File: src/rtl/pc_sequencer.sv
// Program-counter sequencer: selects the next PC from increment, jump, relative
// branch, call or return, and keeps call return addresses on a small LIFO stack.
module pc_sequencer #(
  parameter int unsigned          PC_WIDTH     = 8,
  parameter int unsigned          OFS_WIDTH    = 8,
  parameter int unsigned          STACK_DEPTH  = 4,
  parameter logic [PC_WIDTH-1:0]  RESET_VECTOR = '0,
  parameter int unsigned          INC          = 1
) (
  input  logic                               clk,
  input  logic                               rst,
  input  logic                               hold,
  input  logic                               jump_en,
  input  logic                               branch_en,
  input  logic                               call_en,
  input  logic                               ret_en,
  input  logic [PC_WIDTH-1:0]                target,
  input  logic [OFS_WIDTH-1:0]               offset,
  input  logic                               err_clr,
  output logic [PC_WIDTH-1:0]                current_pc,
  output logic [$clog2(STACK_DEPTH+1)-1:0]   stk_count,
  output logic                               stk_full,
  output logic                               stk_empty,
  output logic [PC_WIDTH-1:0]                stk_top,
  output logic                               stk_err
);

  localparam int unsigned CW = $clog2(STACK_DEPTH + 1);

  logic [PC_WIDTH-1:0] pc_q, pc_d;
  logic [CW-1:0]       cnt_q, cnt_d;
  logic                err_q, err_d;
  logic [PC_WIDTH-1:0] stack_q [STACK_DEPTH];
  logic [PC_WIDTH-1:0] stack_d [STACK_DEPTH];

  logic [PC_WIDTH-1:0] pc_inc;
  logic [PC_WIDTH-1:0] ofs_ext;
  logic                err_set;
  logic                push;

  assign pc_inc  = pc_q + PC_WIDTH'(INC);
  // Sign-extend the branch offset to PC width; wrap in the adder is intentional.
  assign ofs_ext = PC_WIDTH'($signed(offset));

  assign current_pc = pc_q;
  assign stk_count  = cnt_q;
  assign stk_err    = err_q;
  assign stk_full   = (cnt_q == CW'(STACK_DEPTH));
  assign stk_empty  = (cnt_q == '0);

  // Top-of-stack mux from registered state; reads 0 when empty so stale
  // contents after reset never leak out.
  always_comb begin
    stk_top = '0;
    for (int i = 0; i < STACK_DEPTH; i++) begin
      if (cnt_q == CW'(i + 1)) stk_top = stack_q[i];
    end
  end

  // Next-state selection in priority order: hold > ret > call > jump > branch > inc.
  always_comb begin
    pc_d    = pc_q;
    cnt_d   = cnt_q;
    err_d   = err_q;
    stack_d = stack_q;
    err_set = 1'b0;
    push    = 1'b0;
    if (!hold) begin
      pc_d = pc_inc;
      if (ret_en) begin
        if (stk_empty) begin
          err_set = 1'b1;
        end else begin
          pc_d  = stk_top;
          cnt_d = cnt_q - CW'(1);
        end
      end else if (call_en) begin
        if (stk_full) begin
          err_set = 1'b1;
        end else begin
          push  = 1'b1;
          pc_d  = target;
          cnt_d = cnt_q + CW'(1);
        end
      end else if (jump_en) begin
        pc_d = target;
      end else if (branch_en) begin
        pc_d = pc_q + ofs_ext;
      end
      // A new error wins over a simultaneous clear.
      if (err_set) begin
        err_d = 1'b1;
      end else if (err_clr) begin
        err_d = 1'b0;
      end
    end
    for (int i = 0; i < STACK_DEPTH; i++) begin
      if (push && cnt_q == CW'(i)) stack_d[i] = pc_inc;
    end
  end

  // State registers; stack contents are not reset since count gates visibility.
  always_ff @(posedge clk) begin
    if (rst) begin
      pc_q  <= RESET_VECTOR;
      cnt_q <= '0;
      err_q <= 1'b0;
    end else begin
      pc_q  <= pc_d;
      cnt_q <= cnt_d;
      err_q <= err_d;
    end
  end

  // Stack storage array.
  always_ff @(posedge clk) begin
    stack_q <= stack_d;
  end

endmodule

File: config.mk
export PLATFORM = sky130hd
export DESIGN_NAME = pc_sequencer
export DESIGN_NICKNAME = d
export VERILOG_FILES = /design/src/rtl/pc_sequencer.sv
export SDC_FILE = /design/constraint.sdc
export NUM_CORES = 1
export LEC_CHECK = 0
export ABC_AREA = 1
export BUFFER_PORTS_ARGS = -buffer_cell sky130_fd_sc_hd__buf_2
export CAP_MARGIN = 10
export CORE_ASPECT_RATIO = 0.75
export CORE_MARGIN = 2
export CORE_UTILIZATION = 40
export CTS_CLUSTER_DIAMETER = 100
export DETAILED_ROUTE_END_ITERATION = 8
export GPL_TIMING_DRIVEN = 0
export PLACE_DENSITY = 0.71
export SYNTH_ARGS = -nofsm -noshare
export SYNTH_HDL_FRONTEND = slang
export SYNTH_SLANG_ARGS = --single-unit
File: constraint.sdc
create_clock -name clk -period 2.8 [get_ports clk]
set_input_delay 0.42 -clock clk [delete_from_list [all_inputs] [get_ports clk]]
set_output_delay 0.42 -clock clk [all_outputs]
set_load 0.05 [all_outputs]
## After elaboration in Yosys (flattened, before gate mapping)

Cells that the tools add are included.

- Input bits: 24
- Word-level logic and storage cells: 52
- Register bits: 44

- Equal/unequal tests: 6
- $add $sub $neg: 4
- Reductions and logical operators: 9
- Bitwise gates (word level): 1
- Mux-type cells: 25

Operators by type and width:

| kind | count |
|---|---|
| $mux W8 | 10 |
| $mux W3 | 4 |
| $mux W1 | 11 |
| $add A8 B1 Y8 const B | 1 |
| $add A8 B8 Y8 | 1 |
| $eq A3 B2 Y1 const B | 2 |
| $logic_and A1 B1 Y1 | 4 |
| $ne A2 B2 Y1 const B | 2 |
| $reduce_and A4 Y1 | 1 |
| $reduce_bool A2 Y1 | 2 |
| $add A3 B1 Y3 const B | 1 |
| $eq A3 B1 Y1 const B | 1 |
| $eq A3 B3 Y1 const B | 1 |
| $logic_not A3 Y1 | 1 |
| $sub A3 B1 Y3 const B | 1 |
| $reduce_and A2 Y1 | 1 |
| $not A1 Y1 | 1 |

## Logic depth before layout (Yosys ltp)

Gate-level depths: netlist (run 1).

- Depth in word-level cells: 7
- Depth in mapped cells: 14

## Worst setup path before layout (run 1)

OpenSTA, ideal clock, no wires.

- Kind: register to output
- Start: register cnt_q[0] (netlist: stk_count[0])
- End: output port stk_top[3]
- Buffers on the path: 0
- Slack: -0.218 ns
- Required time: 2.380 ns
- Arrival: 2.598 ns
- Stages on the path, launching flop included: 8
- Cells stage by stage: dfxtp_1 inv_1 ha_1 inv_1 nand3_2 o22ai_1 nand2_1 a21boi_0

- Longest elaborated chain between the ends: 5
- Elaborated cells between the ends (all ways): 8
- Classes of those cells: eq/ne (4); mux (4)

RTL lines:

| element | line | source |
|---|---|---|
| start: declaration | 31 | `logic [CW-1:0] cnt_q, cnt_d;` |
| start signal: assignment | 110 | `cnt_q <= cnt_d;` |
| $eq A3 B1 Y1 | 56 | `if (cnt_q == CW'(i + 1)) stk_top = stack_q[i];` |
| $mux W8 (3 in a row) | 56 |  |
| $mux W8 * | 56 |  |
| end: declaration | 24 | `output logic [PC_WIDTH-1:0] stk_top,` |

Mark *: on every way between the ends. The rest lies on a longest branch, timed or not.

## Worst setup path after layout (run 1)

- Start: register cnt_q[0] (netlist: stk_count[0])
- End: output port stk_top[1]

The elaborated chain is that of the path after synthesis.

==> flow_summary.yaml, run 1 <==
status:
  status: "finished, final reports clean"
layout:
  postLayoutCellArea_sq_um: 3340
  area.growth.synth_to_final_pct: 15.9
  mostFrequentLayoutCell: "nand2_1"
  final_cell_mix: "106 x nand2_1, 60 x inv_1, 46 x buf_2"
  final_util: 0.485
  diodes: 0
  layout-drive-gt1-share: 0.184
  fill_cells: 715
  nNetsFinal: 467
power_and_ir_drop:
  swShare: 0.368
  power_frac_seq: 0.411
  ir_worst_vdd_mv: 0.269
  switchingPower_w: 0.000681
  pwr-share-comb: 0.330
  leakagePower_nw: 1.61
  pwr-share-clk: 0.259
  power_density_nw_per_um2: 553
  p_int_w: 0.00117
clocking:
  numCtsBuffers: 5
  cts_hold_buf: 0
  cts_tree: "yes"
  htreeDepth: 2
  cts.sinks: 44
  clk_path_buf_depth: 2
  clockRootBuffer: "clkbuf_8"
  insertion_delay_ns: 0.30
  worst_setup_hold_path_clk_slew_ns: 0.08
timing:
  slew-limit-headroom: 0.479
  setup_viol_count_final: 0
  hold_violations: 0
  fin_tns_setup_ns: 0
  maxSlewViolCount: 0
  rsz0062_at_grt: "false"
  fmax_ghz: 0.385
  clock_skew_ns: 0.0102
  postLayoutSetupSlackWorst_ns: 0.204
  tightestPinTransition_ns: 0.779
  fin_hold_ws_ns: 0.309
  period_share: 0.927
  final.min_clock_period_ns: 2.60
place:
  place_ws_ns: 0.246
  place_congestion: 0.876
  place_hpwl_microns: 5620
  numPortBuffers: 45
  dpl_cell_area_sq_um: 3230
setup_path:
  slowest_delay_ns: 0.38
  arrival_ns: 2.18
  critPathKind: "reg -> out"
  cp-start-kind: "register"
  crit_required_ns: 2.38
  cp-end-kind: "output port"
  crit_chain: "inv_1 -> ha_1 -> nand2_2 -> buf_2 -> nor2_1 -> a31oi_1 -> clkbuf_4"
  r2r_start: "stk_count[0]"
  crit_family: "buffers and inverters"
  cp-endpoint: "stk_top[1]"
  startpoint: "stk_count[0]"
  worstPathMaxFanout: 10
  cp_num_buf_inv: 3
  critPathSlowestCell: "dfxtp_1"
  rr_worst_depth: 7
  cp.depth: 7
  r2r_end: "stack_q[22]"
  reg2reg_slack_ns: 0.26
detailed_routing:
  wl_met1_microns: 3570
  top_layer: "met4"
  vias: 2638
  postRouteAntennaNets: 0
  wl_met2_microns: 2840
  route.detailed.wl_per_inst_microns: 13.2
  met3WireLength_microns: 483
  firstDrtPassIters: 4
  drc: 0
  routed_wl_microns: 6950
  drtIter0Drc: 110
  viasPerCell: 5.01
hold_path:
  hold_class: "in -> reg"
global_route:
  grt-ovfl-total: 0
  grt_usage: 0.189
  grt_max_degree: 14
  antenna_found_initial: 0
  grt_pass1_wl_microns: 11600
  grt_pass1_vias: 2416
job:
  drv_cap: 0
yosys:
  ys_seq_area_frac: 0.416
  ys_types: 34
  synth_area_per_cell_sq_um: 7.68
  synth_area_sq_um: 2890
  ys_warn_count: 0
  netlist_instances: 376
  syn_nets: 415
  synth-seq-cells: 44
floorplan:
  design.die.area_sq_um: 7920
  coreArea_sq_um: 6900
  start_util: 0.419
  num_rows: 26
  die_y_microns: 77.6
  io_pins: 46
  chipWidth_microns: 102
-- worst min-delay path by stage --
stage	startpoint	to	slack (ns)	depth (start not counted)
floorplan	rst	stk_err	0.49	1
global placement	stk_err	stk_err	0.48	2
detailed placement	stk_err	stk_err	0.49	2
CTS	rst	stk_err	0.30	2
global route	rst	stk_err	0.30	2
finish	rst	stk_err	0.31	2
-- metrics by stage --
stage / total power [W] / cells
2_1_floorplan: 0.00123 / 376
3_3_place_gp: 0.00137 / 519
3_5_place_dp: 0.00138 / 519
4_1_cts: 0.00186 / 527
5_1_grt: 0.00196 / 527
6_report: 0.00185 / 527
-- cell families (layout without fill, tap and decap cells) --
group / after synthesis / in the layout / share of synthesized area
xor+xnor: 6 / 6 / 0.0208
flops: 44 / 44 / 0.416
fa+ha+maj: 15 / 15 / 0.0676
compound gates: 68 / 68 / 0.135
simple gates: 173 / 173 / 0.268
buf+inv: 70 / 123 / 0.0919
-- flip-flops by register name, summed over array words and instances (netlist names) --
register and flops:
stk_count 3, current_pc 8, stk_err 1, stack_q 32
-- area by class of cell --
| type | instances | area (sq um) | area share |
|---|---|---|---|
| buffer | 5 | 21.3 | 0.00636 |
| timing repair buffer | 45 | 228 | 0.0681 |
| sequential | 44 | 1200 | 0.359 |
| clock buffer | 6 | 72.6 | 0.0217 |
| inverter | 65 | 244 | 0.0730 |
| multi-input combinational | 262 | 1420 | 0.425 |
| tap | 98 | 123 | 0.0367 |
| clock inverter | 2 | 35.0 | 0.0105 |
-- cell usage after synthesis --
cell      count  share of area
nand2_1     106           0.14
inv_1        60          0.078
edfxtp_1     32           0.33
a21oi_1      23          0.040
nand3_1      20          0.035
nor2_1       20          0.026
o21ai_0      19          0.033
ha_1         14          0.061
dfxtp_1      12          0.083
a21boi_0      8          0.021
or2_2         8          0.017
nand3b_1      5          0.013
o22ai_1       5          0.011
inv_2         4         0.0052
nand2_2       4         0.0087
nor2_4        4          0.016
xor2_1        4          0.012
a31oi_1       3         0.0065
o21ai_1       3         0.0052
a21oi_2       2         0.0061
a22oi_1       2         0.0052
buf_2         2         0.0035
clkbuf_1      2         0.0026
nand4_1       2         0.0043
nor3_1        2         0.0035
o211ai_1      2         0.0052
a21o_1        1         0.0026
buf_1         1         0.0013
clkinv_1      1         0.0013
fa_1          1         0.0069
nand2_4       1         0.0039
nand3_2       1         0.0035
xnor2_1       1         0.0030
xor2_2        1         0.0056
-- per-layer routing --
| metal | global-route usage | up-vias |
|---|---|---|
| met5 | 0 | - |
| met4 | 0.0400 | 0 |
| met3 | 0.0396 | 9 |
| met2 | 0.264 | 79 |
| met1 | 0.296 | 1219 |
| li1 | - | 1331 |
-- timing repair --
action,in CTS,in global routing
buffers inserted,0,0
resized for setup,0,1
hold endpoints to repair,0,0
endpoints found under the setup margin,0,1
-- power groups by stage --
stage / registers [W] / clock network (W) / logic [W]
final: 0.000761 / 0.000479 / 0.000609
after CTS: 0.000761 / 0.000490 / 0.000608
after detailed placement: 0.000776 / 0 / 0.000606
after floorplan: 0.000825 / 0 / 0.000402
after global placement: 0.000775 / 0 / 0.000596
after global routing: 0.000765 / 0.000527 / 0.000672
(Power assumes the default switching activity.)
==> run 2, diff against run 1 <==
- CTS_BUF_LIST: not set -> sky130_fd_sc_hd__clkbuf_8 sky130_fd_sc_hd__clkbuf_16
- PLACE_DENSITY: 0.71 -> 0.6
==> flow_summary.yaml, run 2 (same netlist as run 1, synthesis figures left out) <==
status:
  status: "finished, final reports clean"
power_and_ir_drop:
  power.total_w: 0.00177
  power_frac_seq: 0.430
  power_density_nw_per_um2: 533
  switchingPower_w: 0.000696
  pwr-share-comb: 0.346
  leakagePower_nw: 1.60
  pwr-share-clk: 0.224
  swShare: 0.394
  p_int_w: 0.00107
  ir_worst_vdd_mv: 0.420
setup_path:
  rr_worst_depth: 7
  crit_top_cell: "buf_2"
  cp-end-kind: "output port"
  arrival_ns: 2.22
  crit_required_ns: 2.38
  crit_family: "buffers and inverters"
  r2r_start: "stk_count[0]"
  critPathKind: "reg -> out"
  worstPathMaxFanout: 10
  r2r_end: "stack_q[31]"
  reg2reg_slack_ns: 0.18
  crit_chain: "inv_1 -> ha_1 -> nand2_2 -> buf_2 -> nor2_1 -> a31oi_1 -> buf_2"
  slowest_delay_ns: 0.39
  cp-start-kind: "register"
  startpoint: "stk_count[0]"
  cp_num_buf_inv: 3
  critPathSlowestCell: "dfxtp_1"
timing:
  final.min_clock_period_ns: 2.64
  hold_violations: 0
  setup_viol_count_final: 0
  maxSlewViolCount: 0
  tightestPinTransition_ns: 0.839
  fmax_ghz: 0.379
  rsz0062_at_grt: "true"
  slew-limit-headroom: 0.438
  clock_skew_ns: 0.00585
  postLayoutSetupSlackWorst_ns: 0.159
  period_share: 0.943
detailed_routing:
  drc: 0
  viasPerCell: 4.89
  firstDrtPassIters: 5
  postRouteAntennaNets: 0
  drtIter0Drc: 154
  routed_wl_microns: 7320
  vias: 2576
  route.detailed.wl_per_inst_microns: 13.9
floorplan:
  coreArea_sq_um: 6900
  design.die.area_sq_um: 7920
  die_y_microns: 77.6
  chipWidth_microns: 102
  num_rows: 26
  io_pins: 46
  start_util: 0.419
clocking:
  cts_tree: "yes"
  clockRootBuffer: "clkbuf_8"
  clk_path_buf_depth: 2
  numCtsBuffers: 5
  post-cts-setup-buffers: 0
  ctsResizeCount: 0
  insertion_delay_ns: 0.30
  worst_setup_hold_path_clk_slew_ns: 0.08
  cts_hold_buf: 0
  cts.sinks: 44
  htreeDepth: 2
layout:
  largest_register: "stack_q"
  diodes: 0
  nNetsFinal: 467
  final_util: 0.481
  layout-drive-gt1-share: 0.184
  mostFrequentLayoutCell: "nand2_1"
  largest_reg_flops: 32
  final_cell_count_no_fill: 527
  final_cell_mix: "106 x nand2_1, 60 x inv_1, 47 x buf_2"
  area.growth.synth_to_final_pct: 14.9
  postLayoutCellArea_sq_um: 3320
global_route:
  antenna_found_initial: 0
  grt_max_degree: 14
  grt_pass1_wl_microns: 11400
  grt-ovfl-total: 0
  grt_usage: 0.190
  grt_pass1_vias: 2284
hold_path:
  min_to: "stk_err"
  hold_class: "in -> reg"
  hp-start: "rst"
  hold_path_depth: 2
place:
  dpl_cell_area_sq_um: 3230
  place_ws_ns: 0.112
  place_hpwl_microns: 5650
  numPortBuffers: 45
  dp_cells: 519
  place_congestion: 0.869
job:
  drv_cap: 0
## run 2: changes by cell type in the layout (fill, tap and decap cells not counted), sizes merged
cell    before  now
clkbuf       9    7
clkinv       2    4
buf         47   48
bufinv       1    0
## run 2: worst max-delay path by stage
stage,end,depth (start not counted)
6_report,stk_top[0],7
3_3_place_gp,stack_q[28],7
4_1_cts,stack_q[30],7
3_5_place_dp,stack_q[24],7
5_1_grt,stack_q[24],7
2_1_floorplan,stk_top[0],6
## run 2: metal layers
metal  share of wire  track usage
met2            0.39        0.260
met4          0.0059       0.0333
met3           0.047       0.0342
met5               0            0
met1            0.56        0.310
## run 2: power groups by stage
stage / logic (W) / clock network (W) / registers (W)
global placement: 0.000604 / 0 / 0.000774
CTS: 0.000613 / 0.000395 / 0.000760
global route: 0.000671 / 0.000424 / 0.000764
detailed placement: 0.000610 / 0 / 0.000775
floorplan: 0.000402 / 0 / 0.000825
finish: 0.000611 / 0.000396 / 0.000760
## run 2: per-stage QoR
step	setup TNS [ns]	hold slack, ns
detailed placement	0	0.454
floorplan	-0.0222	0.489
finish	0	0.286
CTS	0	0.283
global placement	0	0.448
global route	-0.180	0.304
## run 2: final cells by class
class	count	area (sq um)
buffer	5	21.3
clock buffer	5	68.8
clock inverter	3	13.8
fill	722	3580
inverter	65	244
multi-input combinational	262	1420
sequential	44	1200
tap	98	123
timing repair buffer	45	225
